[src/rtl/serial_adder_if.sv]
// Start/busy/done bus for the bit-serial adder. Build with SERIAL_ADDER_SUB_EN
// defined to add the sub request bit.
interface serial_adder_if #(
    parameter int WIDTH = 8
);
    // Handshake: start is honoured only while busy is low (IDLE or the DONE
    // cycle); done is a one-cycle pulse and sum/cout are valid in that cycle.
    logic             start;
    logic [WIDTH-1:0] a;
    logic [WIDTH-1:0] b;
    logic             cin;
`ifdef SERIAL_ADDER_SUB_EN
    logic             sub;
`endif
    logic             busy;
    logic             done;
    logic [WIDTH-1:0] sum;
    logic             cout;

    modport master (
        output start, a, b, cin,
`ifdef SERIAL_ADDER_SUB_EN
        output sub,
`endif
        input  busy, done, sum, cout
    );

    modport slave (
        input  start, a, b, cin,
`ifdef SERIAL_ADDER_SUB_EN
        input  sub,
`endif
        output busy, done, sum, cout
    );
endinterface

[src/rtl/serial_adder.sv]
// Bit-serial adder: one full-adder stage, LSB first, WIDTH clocks per result.
// Optional subtract mode when SERIAL_ADDER_SUB_EN is defined.
module serial_adder #(
    parameter int WIDTH = 8
) (
    input  logic                 clk,
    input  logic                 rst_n,
    serial_adder_if.slave        bus,
    output logic [1:0]           state_o
);
    localparam int CNT_W = $clog2(WIDTH + 1);
    localparam logic [CNT_W-1:0] CNT_LAST = CNT_W'(WIDTH - 1);
    localparam logic [CNT_W-1:0] CNT_ONE  = CNT_W'(1);

    typedef enum logic [1:0] {
        IDLE = 2'd0,
        RUN  = 2'd1,
        DONE = 2'd2
    } state_t;

    state_t           state_q;
    logic [WIDTH-1:0] a_q;
    logic [WIDTH-1:0] b_q;
    logic [WIDTH-1:0] r_q;
    logic             carry_q;
    logic [CNT_W-1:0] cnt_q;
    logic [WIDTH-1:0] sum_q;
    logic             cout_q;
    logic             busy_q;
    logic             done_q;

    logic             s_bit;
    logic             c_bit;
    logic [WIDTH-1:0] r_d;
    logic [WIDTH-1:0] b_load;
    logic             carry_load;
    logic             accept;

    assign s_bit = a_q[0] ^ b_q[0] ^ carry_q;
    assign c_bit = (a_q[0] & b_q[0]) | (a_q[0] & carry_q) | (b_q[0] & carry_q);
    assign accept = bus.start && (state_q == IDLE || state_q == DONE);

    // Result register fills from the top so the last bit lands in the MSB.
    generate
        if (WIDTH == 1) begin : g_r_w1
            assign r_d = s_bit;
        end else begin : g_r_wn
            assign r_d = {s_bit, r_q[WIDTH-1:1]};
        end
    endgenerate

`ifdef SERIAL_ADDER_SUB_EN
    // a - b as a + ~b + 1; carry-out high means no borrow.
    assign b_load     = bus.sub ? ~bus.b : bus.b;
    assign carry_load = bus.sub ? 1'b1 : bus.cin;
`else
    assign b_load     = bus.b;
    assign carry_load = bus.cin;
`endif

    always_ff @(posedge clk or negedge rst_n) begin
        if (!rst_n) begin
            state_q <= IDLE;
            a_q     <= '0;
            b_q     <= '0;
            r_q     <= '0;
            carry_q <= 1'b0;
            cnt_q   <= '0;
            sum_q   <= '0;
            cout_q  <= 1'b0;
            busy_q  <= 1'b0;
            done_q  <= 1'b0;
        end else begin
            case (state_q)
                IDLE, DONE: begin
                    done_q <= 1'b0;
                    if (accept) begin
                        a_q     <= bus.a;
                        b_q     <= b_load;
                        carry_q <= carry_load;
                        cnt_q   <= '0;
                        busy_q  <= 1'b1;
                        state_q <= RUN;
                    end else begin
                        state_q <= IDLE;
                    end
                end
                RUN: begin
                    r_q     <= r_d;
                    a_q     <= a_q >> 1;
                    b_q     <= b_q >> 1;
                    carry_q <= c_bit;
                    cnt_q   <= cnt_q + CNT_ONE;
                    if (cnt_q == CNT_LAST) begin
                        sum_q   <= r_d;
                        cout_q  <= c_bit;
                        busy_q  <= 1'b0;
                        done_q  <= 1'b1;
                        state_q <= DONE;
                    end
                end
                default: begin
                    busy_q  <= 1'b0;
                    done_q  <= 1'b0;
                    state_q <= IDLE;
                end
            endcase
        end
    end

    assign bus.busy = busy_q;
    assign bus.done = done_q;
    assign bus.sum  = sum_q;
    assign bus.cout = cout_q;
    assign state_o  = state_q;
endmodule

[src/flat_wrapper.sv]
// flat-port wrapper written by rule: the top's interface ports become plain ports
module serial_adder_flat 
#(
    parameter int WIDTH = 8
)
  (clk, rst_n, state_o, bus_start, bus_a, bus_b, bus_cin, bus_busy, bus_done, bus_sum, bus_cout);
  serial_adder_if #(.WIDTH(WIDTH)) bus_i ();
  input  logic clk;
  input  logic rst_n;
  output logic [1:0] state_o;
  input wire logic [$bits(bus_i.start)-1:0] bus_start;
  input wire logic [$bits(bus_i.a)-1:0] bus_a;
  input wire logic [$bits(bus_i.b)-1:0] bus_b;
  input wire logic [$bits(bus_i.cin)-1:0] bus_cin;
  output wire logic [$bits(bus_i.busy)-1:0] bus_busy;
  output wire logic [$bits(bus_i.done)-1:0] bus_done;
  output wire logic [$bits(bus_i.sum)-1:0] bus_sum;
  output wire logic [$bits(bus_i.cout)-1:0] bus_cout;
  assign bus_i.start = bus_start;
  assign bus_i.a = bus_a;
  assign bus_i.b = bus_b;
  assign bus_i.cin = bus_cin;
  assign bus_busy = bus_i.busy;
  assign bus_done = bus_i.done;
  assign bus_sum = bus_i.sum;
  assign bus_cout = bus_i.cout;
  serial_adder #(.WIDTH(WIDTH)) u_core (.clk(clk), .rst_n(rst_n), .bus(bus_i), .state_o(state_o));
endmodule
[config.mk]
export PLATFORM = sky130hd
export DESIGN_NAME = serial_adder_flat
export DESIGN_NICKNAME = d
export VERILOG_FILES = /design/src/rtl/serial_adder_if.sv /design/src/rtl/serial_adder.sv /design/src/flat_wrapper.sv
export SDC_FILE = /design/constraint.sdc
export NUM_CORES = 1
export LEC_CHECK = 0
export CORE_MARGIN = 1
export CORE_UTILIZATION = 65
export CTS_CLUSTER_SIZE = 28
export DETAILED_ROUTE_END_ITERATION = 8
export DONT_BUFFER_PORTS = 1
export GPL_TIMING_DRIVEN = 0
export PLACE_DENSITY = 0.88
export SKIP_CTS_REPAIR_TIMING = 1
export SLEW_MARGIN = 10
export SYNTH_ARGS = -nofsm -noshare
export SYNTH_HDL_FRONTEND = slang
export SYNTH_SLANG_ARGS = --single-unit
[constraint.sdc]
create_clock -name clk -period 2.33 [get_ports clk]
set_input_delay 0.233 -clock clk [delete_from_list [all_inputs] [get_ports clk]]
set_output_delay 0.233 -clock clk [all_outputs]
set_load 0.02 [all_outputs]
==> results of run 1 <==
[worst max-delay path: stages (launching register included)]
cell,delay [ns]
dfrtp_1,0.40
ha_1,0.21
nand3b_1,0.15
nor3b_1,0.23
buf_4,0.22
mux2_2,0.35
[per-stage QoR]
step | util | area (µm²) | setup slack [ns] | hold slack [ns] | total power [µW]
detailed placement | 0.732 | 1700 | 0.712 | -0.0619 | 2310
CTS | 0.759 | 1760 | 0.679 | -0.451 | 2680
finish | 0.779 | 1810 | 0.674 | 0.0184 | 2680
global route | 0.779 | 1810 | 0.581 | 0.00396 | 2860
global placement | 0.732 | 1700 | 0.786 | -0.0619 | 2230
floorplan | - | 1660 | 0.883 | -0.0626 | 2090
[placed cells by master (no fill, tap or decap), drive strengths merged]
master	n
a22o	19
nand3b	2
nand2b	1
nor2b	3
fa	1
mux2	17
mux2i	2
clkinvlp	1
nand4	1
a21o	16
o21ai	1
ha	1
buf	8
clkbuf	8
dlygate4sd3	2
nor3b	1
nor2	2
dfrtp	40
[layout make-up]
type | count | area (µm²) | area share
clock inverter | 1 | 7.51 | 0.00416
buffer | 8 | 58.8 | 0.0325
clock buffer | 7 | 55.1 | 0.0305
tap | 28 | 35.0 | 0.0194
sequential | 40 | 1000 | 0.554
multi-input combinational | 67 | 602 | 0.333
timing repair buffer | 3 | 47.5 | 0.0263
[sequential cells by signal, summed over array words and instances (netlist names)]
register and flops:
u_core.carry_q 1, u_core.bus.sum 8, u_core.b_q 8, u_core.bus.cout 1
u_core.bus.busy 1, u_core.cnt_q 4, u_core.r_q 7, u_core.state_o 2
u_core.a_q 8
[logic make-up after synthesis]
logic type	after synthesis
buf+inv	8
simple gates	10
fa+ha+maj	2
compound gates	36
flops	40
mux	19
[worst paths after layout]
kind                       depth (start not counted)  slack (ns)            start                end
max reg2reg                                        5        0.67  u_core.cnt_q[1]  u_core.bus.sum[7]
min in group asynchronous                          2        0.36            rst_n      u_core.b_q[5]
min reg2reg                                        1        0.49    u_core.a_q[4]      u_core.a_q[4]
min                                                1        0.02         bus_a[7]      u_core.a_q[7]
max                                                5        0.67  u_core.cnt_q[1]  u_core.bus.sum[7]
max in group asynchronous                          2        1.78            rst_n    u_core.cnt_q[3]
[report_power, final]
| group | internal [µW] | switching [µW] |
|---|---|---|
| sequential | 1020 | 331 |
| combinational | 558 | 410 |
| clock | 148 | 220 |
| total | 1720 | 961 |
[layer usage]
metal  part of all wire  track usage  up-vias
li1                   -            -      441
met1               0.44        0.292      503
met2               0.48        0.354       33
met3              0.061       0.0812        8
met4              0.022        0.158        0
met5                  0            0        -
==> results.md, run 1 <==
* Maximum clock path buffer count at 2
* Initial antenna violation count at 0
* Synth top area cells: dfrtp_1 60%, mux2_2 12%, a22o_1 10%
* Crit. End Element: register
* First-pass GRT wire length at between 4000 and 5000 µm
* CORE AREA at about 0.0023 mm²
* Post-synthesis mux area share at 0.127
* Main combinational cell family by area after synthesis: compound AO/OA/AOI/OAI gates
* Grt total ovfl at 0
* Minimum clock period after layout at ~1.7 ns
* Post-synth EDFFs at 0
* WS Path Type: register to register
* Worst-Skew Late Latency at between 0.3 and 0.4 ns
* CP Max Fanout at 10
* Status: finished clean
* Synth Cell Area at 0.00166 mm²
* Wirelength per Cell at about 19 µm
* TritonCTS Sinks at 40
* Endpoints failing hold at 0
* Num CTS Buffers at 5
* Final net count at between 100 and 150
* Warnings from Yosys at 0
* Power per cell area at approximately 1500 mW/mm²
* Synth Area in XOR/XNOR at 0
* Post-synth top area share at 0.602
* Yosys reg bits at 40
* CTS tree: built
* Clock skew at 0.0129 ns
* Req. time, crit path at between 2 and 3 ns
* Synth Flop Type: dfrtp_1
* Yosys cell types at 20
* Die width at between 50 and 60 µm
* Mean Syn Cell Area at 14.4 µm²
* ANT nets after route at 0
* Fill count at 145
* Final setup TNS at 0 ns
* Syn-to-layout area delta at 8.73%
* Count of input and output buffers at 0
* Period utilization at 0.711
* Startpoint types: register
* Via count at 985
* 1st-iter DRT viols at 16
* Placement Rows at 17
* Cell with the most instances after synthesis: dfrtp_1
* Worst Tran Pin Value at about 0.44 ns
* N_diodes at 0
* RD Place Congestion at a little under 0.8
* Via-per-instance ratio at around 6.4
* Fmax achieved at 0.604 GHz
* I/O pin cnt at 33
* Slew HR at 0.709
* Finished Layout Cells at about 150
* WL final at ~2900 µm
* CTS clock-pin slew for the worst setup and hold paths at ~0.12 ns
* DRC errors left at 0
* Async S/R FF share, synth at 1.00
* Worst Path Arrival at roughly 1.9 ns
* P_leak at around 0.00091 µW
* Worst hold path class: primary input to register
* Area leader, netlist: dfrtp_1
* Total GRT Usage at 0.238
* Largest net degree at the start of global routing at 41
* Peak VDD IR at just over 1000 µV
* Syn Nets at approximately 140
* Slew Limit Fails at 0
* Share of layout cells above drive strength 1 at 0.270
* Max H-tree Level at 2
* Setup-failing EPs final at 0
* Register area share after synthesis at 0.602
* Most common library cells after synthesis: 40 x dfrtp_1, 19 x a22o_1, 17 x mux2_2
* Die height at between 50 and 60 µm
* DIE AREA at approximately 0.0028 mm²
* Starting density of the core at 0.717
* Unrepaired setup endpoints after global routing: false
* Max-cap viol count at 0
* Cells after Synth at 115
* Compound-Gate Fraction of Synth Area at 0.175
* Simple-gate share of the synthesized area at 0.0399
* Cells after DPL at between 100 and 150
* Number of global-route vias before repair at around 980
* Post-DP HPWL at approximately 1800 µm
* Adder-Cell Fraction of Synth Area at 0.0196
* Root Buffer: clkbuf_4
* TritonRoute pass-1 iters at 4
No activity file was read; power rests on OpenSTA's default activity.
==> inputs of run 2 (changes only) <==
--- a/config.mk
+++ b/config.mk
@@ -5,13 +5,14 @@
 export SDC_FILE = /design/constraint.sdc
 export NUM_CORES = 1
 export LEC_CHECK = 0
+export ABC_AREA = 1
 export CORE_MARGIN = 1
-export CORE_UTILIZATION = 65
+export CORE_UTILIZATION = 61
 export CTS_CLUSTER_SIZE = 28
 export DETAILED_ROUTE_END_ITERATION = 8
 export DONT_BUFFER_PORTS = 1
 export GPL_TIMING_DRIVEN = 0
-export PLACE_DENSITY = 0.88
+export PLACE_DENSITY = 0.84
 export SKIP_CTS_REPAIR_TIMING = 1
 export SLEW_MARGIN = 10
 export SYNTH_ARGS = -nofsm -noshare
==> constraint.sdc (replaced) <==
create_clock -name clk -period 1.6 [get_ports clk]
set_input_delay 0.16 -clock clk [delete_from_list [all_inputs] [get_ports clk]]
set_output_delay 0.16 -clock clk [all_outputs]
set_load 0.02 [all_outputs]
==> run 2 against run 1 <==
Net effect:
- combinational power rose by 56%
- die area increased by 16%
- via count is 41% higher
- first-iteration DRC count grew to 3.1 times the previous value
- register-to-register slack got worse by 0.56 ns
- fmax up 12%
- clock power grew to 2.7 times the previous value
- largest power group unchanged
- wire length grew 20%
- global-route usage increased by 0.55 points
- sequential power rose by 46%
==> results.md, run 2 <==
* Switching Share at 0.394 (+0.0362)
* Initial antenna violation count at 0 (unchanged)
* CTS clock-pin slew for the worst setup and hold paths at 0.11 ns (about the same)
* Crit. End Element: register
* Most common library cells after synthesis: 120 x nand2_1, 40 x dfrtp_1, 22 x inv_1
* Multi-input gate area at 664 µm² (+10%)
* Status: finished clean
* Setup-failing EPs final at 0 (unchanged)
* I/O pin cnt at 33 (unchanged)
* Fill count at 230 (+59%)
* HP Start: bus_a[3]
* Synth top area cells: dfrtp_1 55%, nand2_1 25%, inv_1 4.5%
* Post-DP HPWL at 2240 µm (+22%)
* Num CTS Buffers at 5 (unchanged)
* Yosys cell types at 18 (-10%)
* First-pass GRT wire length at 5840 µm (+31%)
* Die width at 56.7 µm (+7.8%)
* Combinational power share at 0.339 (-0.022)
* Slew Limit Fails at 0 (unchanged)
* Via count at 1386 (+41%)
* TritonRoute pass-1 iters at 4 (unchanged)
* Slew HR at 0.721 (+0.0119)
* Net Sw Power at 1760 µW (+83%)
* CORE AREA at 0.00281 mm² (+21%)
* Max-cap viol count at 0 (unchanged)
* Grt total ovfl at 0 (unchanged)
* Area leader, netlist: dfrtp_1
* Max H-tree Level at 2 (unchanged)
* Post-synth top area share at 0.549 (-0.0533)
* Register area share after synthesis at 0.549 (-0.0533)
* Mean Syn Cell Area at 8.14 µm² (-44%)
* Syn Nets at 246 (+80%)
* Clock power share at 0.219 (+0.082)
* Synth Cell Area at 0.00182 mm² (+9.7%)
* Via-per-instance ratio at 5.13 (-20%)
* Count of input and output buffers at 0 (unchanged)
* N_diodes at 0 (unchanged)
* Commonest non-fill, non-tap cells in the layout: 120 x nand2_1, 40 x dfrtp_1, 22 x inv_1, 13 x nand3_1
* Unrepaired setup endpoints after global routing: false
* TritonCTS Sinks at 40 (unchanged)
* Synth Flop Type: dfrtp_1
* ANT nets after route at 0 (unchanged)
* Die height at 56.7 µm (+7.8%)
* Critical path origin: u_core.state_o[0]
* Endpoints failing hold at 0 (unchanged)
* Post-synth EDFFs at 0 (unchanged)
* DIE AREA at 0.00321 mm² (+16%)
* Maximum clock path buffer count at 2 (unchanged)
* Startpoint types: register
* P_leak at 0.00115 µW (+26%)
* Fmax achieved at 0.675 GHz (+12%)
* Worst Tran Pin Value at 0.418 ns (-0.0179 ns)
* Hold WS at 0.00181 ns (-0.0166 ns)
* Cell with the most instances after synthesis: nand2_1
* R2R setup slack at 0.12 ns (-0.56 ns)
* Req. time, crit path at 1.89 ns (-0.69 ns)
* Register share of total power at 0.442 (-0.060)
* Final net count at 260 (+77%)
* Reg2reg start: u_core.state_o[0]
* Starting density of the core at 0.650 (-0.0668)
* Root Buffer: clkbuf_4
* Final setup TNS at 0 ns (unchanged)
* Worst Path Arrival at 1.77 ns (-0.13 ns)
* Wirelength per Cell at 12.7 µm (-32%)
* Syn-to-layout area delta at 13.9%
* Number of global-route vias before repair at 1408 (+44%)
* DRC errors left at 0 (unchanged)
* Minimum clock period after layout at 1.48 ns (-0.174 ns)
* Power per cell area at 2150 mW/mm² (+45%)
* Most common cell after layout, fill and taps aside: nand2_1
* Share of layout cells above drive strength 1 at 0.105 (-0.165)
* Period utilization at 0.926 (+0.216)
* Warnings from Yosys at 0 (unchanged)
* CP Max Fanout at 10 (unchanged)
* Worst-Skew Late Latency at 0.35 ns (about the same)
* Worst hold path class: primary input to register
* Clock skew at 0.00576 ns (-0.00719 ns)
* Yosys reg bits at 40 (unchanged)
* Largest net degree at the start of global routing at 41 (unchanged)
* Async S/R FF share, synth at 1.00 (unchanged)
* Peak VDD IR at 1260 µV (+22%)
* WL final at 3420 µm (+20%)
* Internal power at 2700 µW (+57%)
* RD Place Congestion at 0.776 (-0.53%)
* CTS tree: built
* Total GRT Usage at 0.244 (+0.00549)
* Sequential Area at 0.00100 mm² (unchanged)
* 1st-iter DRT viols at 49 (+33)
* Cells after Synth at 224 (+95%)
* WS Path Type: register to register
* Placement Rows at 19 (+2)
==> run 2: changes by cell type after synthesis, moves of 5 or more <==
cell,before,now
nand2_1,0,120
inv_1,0,22
a22o_1,19,0
mux2_2,17,0
a21o_1,16,0
nand3_1,0,13
o21ai_0,1,6
==> run 2: logic make-up after synthesis <==
kind of cell / count (synthesis) / synth area share
compound gates: 8 / 0.0220
fa+ha+maj: 2 / 0.0178
buf+inv: 31 / 0.0865
flops: 40 / 0.549
simple gates: 143 / 0.325
==> run 2: final timing paths <==
kind                                       to  depth (start not counted)
worst max register to register  u_core.a_q[0]                          6
worst min-delay path            u_core.a_q[3]                          4
max in group asynchronous       u_core.a_q[5]                          2
min in group asynchronous       u_core.r_q[1]                          2
worst min register to register  u_core.a_q[5]                          2
worst max-delay path            u_core.a_q[0]                          6
==> run 2: power groups by stage <==
stage	Clock (µW)	Combinational, µW	Sequential [µW]
2_1_floorplan	0	1210	1910
3_3_place_gp	0	1400	1960
3_5_place_dp	0	1470	1990
4_1_cts	981	1490	1970
5_1_grt	1030	1780	2030
6_report	977	1510	1970
==> run 2: area by class of cell <==
| type | count | area share |
|---|---|---|
| buffer | 7 | 0.0325 |
| clock inverter | 3 | 0.0434 |
| tap | 31 | 0.0187 |
| clock buffer | 5 | 0.0181 |
| multi-input combinational | 153 | 0.320 |
| inverter | 24 | 0.0434 |
| timing repair buffer | 7 | 0.0422 |
| sequential | 40 | 0.482 |
==> run 2: stage by stage <==
| stage | utilization | worst slack, ns | std cells | area [µm²] | power (µW) |
|---|---|---|---|---|---|
| global route | 0.740 | 0.0253 | 270 | 2080 | 4830 |
| floorplan | - | 0.404 | 224 | 1820 | 3120 |
| finish | 0.740 | 0.118 | 270 | 2080 | 4460 |
| global placement | 0.664 | 0.207 | 255 | 1860 | 3360 |
| CTS | 0.709 | 0.108 | 263 | 1990 | 4440 |
| detailed placement | 0.664 | 0.149 | 255 | 1860 | 3460 |
==> run 2: worst max-delay path, cell delays in order (launching register included) <==
cell	delay (ns)
dfrtp_1	0.54
nor2_2	0.37
buf_4	0.25
nand2_1	0.09
nand2_1	0.08
inv_1	0.04
nand2_1	0.06
==> run 2: metal layers <==
layer,routed length (µm),GRT usage,vias to the layer above
met5,0,0,-
met1,1480,0.275,647
li1,-,-,703
met3,150,0.0737,2
met2,1770,0.440,34
met4,19,0.0714,0
==> inputs of run 3 (changes only) <==
--- a/config.mk
+++ b/config.mk
@@ -6,13 +6,14 @@
 export NUM_CORES = 1
 export LEC_CHECK = 0
 export ABC_AREA = 1
+export CORE_ASPECT_RATIO = 0.9
 export CORE_MARGIN = 1
-export CORE_UTILIZATION = 61
+export CORE_UTILIZATION = 44
 export CTS_CLUSTER_SIZE = 28
 export DETAILED_ROUTE_END_ITERATION = 8
 export DONT_BUFFER_PORTS = 1
 export GPL_TIMING_DRIVEN = 0
-export PLACE_DENSITY = 0.84
+export PLACE_DENSITY = 0.66
 export SKIP_CTS_REPAIR_TIMING = 1
 export SLEW_MARGIN = 10
 export SYNTH_ARGS = -nofsm -noshare
==> run 3 against run 2 <==
Net effect:
- cell area decreased by 1.5%
- critical endpoint is now u_core.bus.sum[2]
- flip-flop and latch count unchanged
- register-to-register slack improved by 0.05 ns
- worst setup slack improved by 0.050 ns
- combinational power shrank 3%
==> results.md, run 3 (synthesis results as in run 2) <==
* TritonCTS Sinks at 40 (unchanged)
* Max-cap viol count at 0 (unchanged)
* Wirelength per Cell at 11.5 µm (-9.2%)
* I/O pin cnt at 33 (unchanged)
* Share of layout cells above drive strength 1 at 0.102 (-0.00291)
* P_leak at 0.00113 µW (-2.0%)
* Maximum clock path buffer count at 2 (unchanged)
* CTS tree: built
* Largest net degree at the start of global routing at 41 (unchanged)
* Clock skew at 0.00460 ns (-0.00116 ns)
* N_diodes at 0 (unchanged)
* WL final at 3240 µm (-5.2%)
* DIE AREA at 0.00441 mm² (+37%)
* 1st-iter DRT viols at 69 (+41%)
* ANT nets after route at 0 (unchanged)
* Max H-tree Level at 2 (unchanged)
* Endpoints failing hold at 0 (unchanged)
* Worst Path Arrival at 1.62 ns (-0.15 ns)
* Syn-to-layout area delta at 12.2%
* Via-per-instance ratio at 4.79 (-6.7%)
* Switching Share at 0.405 (+0.0110)
* Power per cell area at 2070 mW/mm² (-3.4%)
* RD Place Congestion at 0.699 (-9.9%)
* Grt total ovfl at 0 (unchanged)
* Register share of total power at 0.462 (+0.020)
* Startpoint types: register
* Root Buffer: clkbuf_8
* Number of global-route vias before repair at 1274 (-9.5%)
* Via count at 1350 (-2.6%)
* CORE AREA at 0.00384 mm² (+37%)
* Die width at 69.9 µm (+23%)
* Total GRT Usage at 0.172 (-0.0718)
* Placement Rows at 21 (+2)
* Worst Tran Pin Value at 0.445 ns (+0.0269 ns)
* CP Max Fanout at 10 (unchanged)
* Die height at 63.1 µm (+11%)
* WS Path Type: register to register
* Period utilization at 0.895 (-0.0312)
* Worst hold path class: primary input to register
* Fmax achieved at 0.698 GHz (+3.5%)
* DRC errors left at 0 (unchanged)
* Num CTS Buffers at 5 (unchanged)
* Fill count at 386 (+68%)
* Peak VDD IR at 873 µV (-31%)
* Clock power share at 0.191 (-0.028)
* Initial antenna violation count at 0 (unchanged)
* Net Sw Power at 1720 µW (-2.2%)
* Minimum clock period after layout at 1.43 ns (-0.0499 ns)
* Internal power at 2520 µW (-6.6%)
* Setup-failing EPs final at 0 (unchanged)
* Status: finished clean
* Slew HR at 0.703 (-0.0179)
* First-pass GRT wire length at 5830 µm (-0.24%)
* TritonRoute pass-1 iters at 4 (unchanged)
* Worst-Skew Late Latency at 0.30 ns (-0.05 ns)
* Starting density of the core at 0.475 (-0.175)
* Power Total at 4240 µW (-4.9%)
* Crit. End Element: register
* Slew Limit Fails at 0 (unchanged)
* Post-DP HPWL at 2120 µm (-5.2%)
* Commonest non-fill, non-tap cells in the layout: 120 x nand2_1, 40 x dfrtp_1, 22 x inv_1, 13 x nand3_1, 6 x o21ai_0
* Final net count at 257 (-1.2%)
* Unrepaired setup endpoints after global routing: false
* Combinational power share at 0.347 (+0.008)
* Most common cell after layout, fill and taps aside: nand2_1
* Final setup TNS at 0 ns (unchanged)
* Req. time, crit path at 1.79 ns (-0.10 ns)
* CTS clock-pin slew for the worst setup and hold paths at 0.07 ns (-0.04 ns)
* Count of input and output buffers at 0 (unchanged)
[run 3: stage by stage]
step	cell area, µm²	worst slack (ns)	utilization	hold WS, ns	std cells
after global placement	1880	0.196	0.490	-0.135	270
after CTS	1990	0.152	0.518	-0.463	278
after global routing	2050	0.00828	0.533	0.0411	282
final	2050	0.168	0.533	0.0335	282
after floorplan	1820	0.404	-	-0.136	224
after detailed placement	1880	0.162	0.490	-0.135	270
[run 3: power groups by stage]
stage	Combinational, µW	Clock (µW)	Sequential (µW)
2_1_floorplan	1210	0	1910
3_3_place_gp	1430	0	1970
3_5_place_dp	1470	0	1980
4_1_cts	1470	840	1960
5_1_grt	1750	886	2030
6_report	1470	812	1960
[run 3: metal layers]
metal / global-route usage / vias up / part of all wire
met1: 0.224 / 619 / 0.48
met2: 0.255 / 31 / 0.44
li1: - / 693 / -
met5: 0 / - / 0
met4: 0.0675 / 0 / 0.019
met3: 0.0704 / 7 / 0.060
[run 3: path summary, 6_finish.rpt]
check                      cells past startpoint       startpoint                end  slack, ns
max                                            6  u_core.cnt_q[0]  u_core.bus.sum[2]       0.17
min                                            2        bus_start  u_core.state_o[0]       0.03
max reg2reg                                    6  u_core.cnt_q[0]  u_core.bus.sum[2]       0.17
min reg2reg                                    2    u_core.b_q[7]      u_core.b_q[7]       0.48
max in group asynchronous                      2            rst_n    u_core.cnt_q[2]       1.06
min in group asynchronous                      2            rst_n  u_core.bus.sum[3]       0.35
[run 3: cell type report]
| class | count | area [µm²] | share of cell area |
|---|---|---|---|
| buffer | 7 | 67.6 | 0.0330 |
| clock buffer | 6 | 72.6 | 0.0355 |
| clock inverter | 2 | 35.0 | 0.0171 |
| inverter | 24 | 90.1 | 0.0440 |
| multi-input combinational | 153 | 664 | 0.325 |
| sequential | 40 | 1000 | 0.489 |
| tap | 46 | 57.6 | 0.0281 |
| timing repair buffer | 4 | 57.6 | 0.0281 |
[run 3: worst max-delay path, stage by stage, from the launching register on]
cell,delay (ns)
dfrtp_1,0.42
ha_1,0.22
nand2_1,0.11
nor2_4,0.23
nand2_2,0.19
nand2_1,0.11
nand2_1,0.05
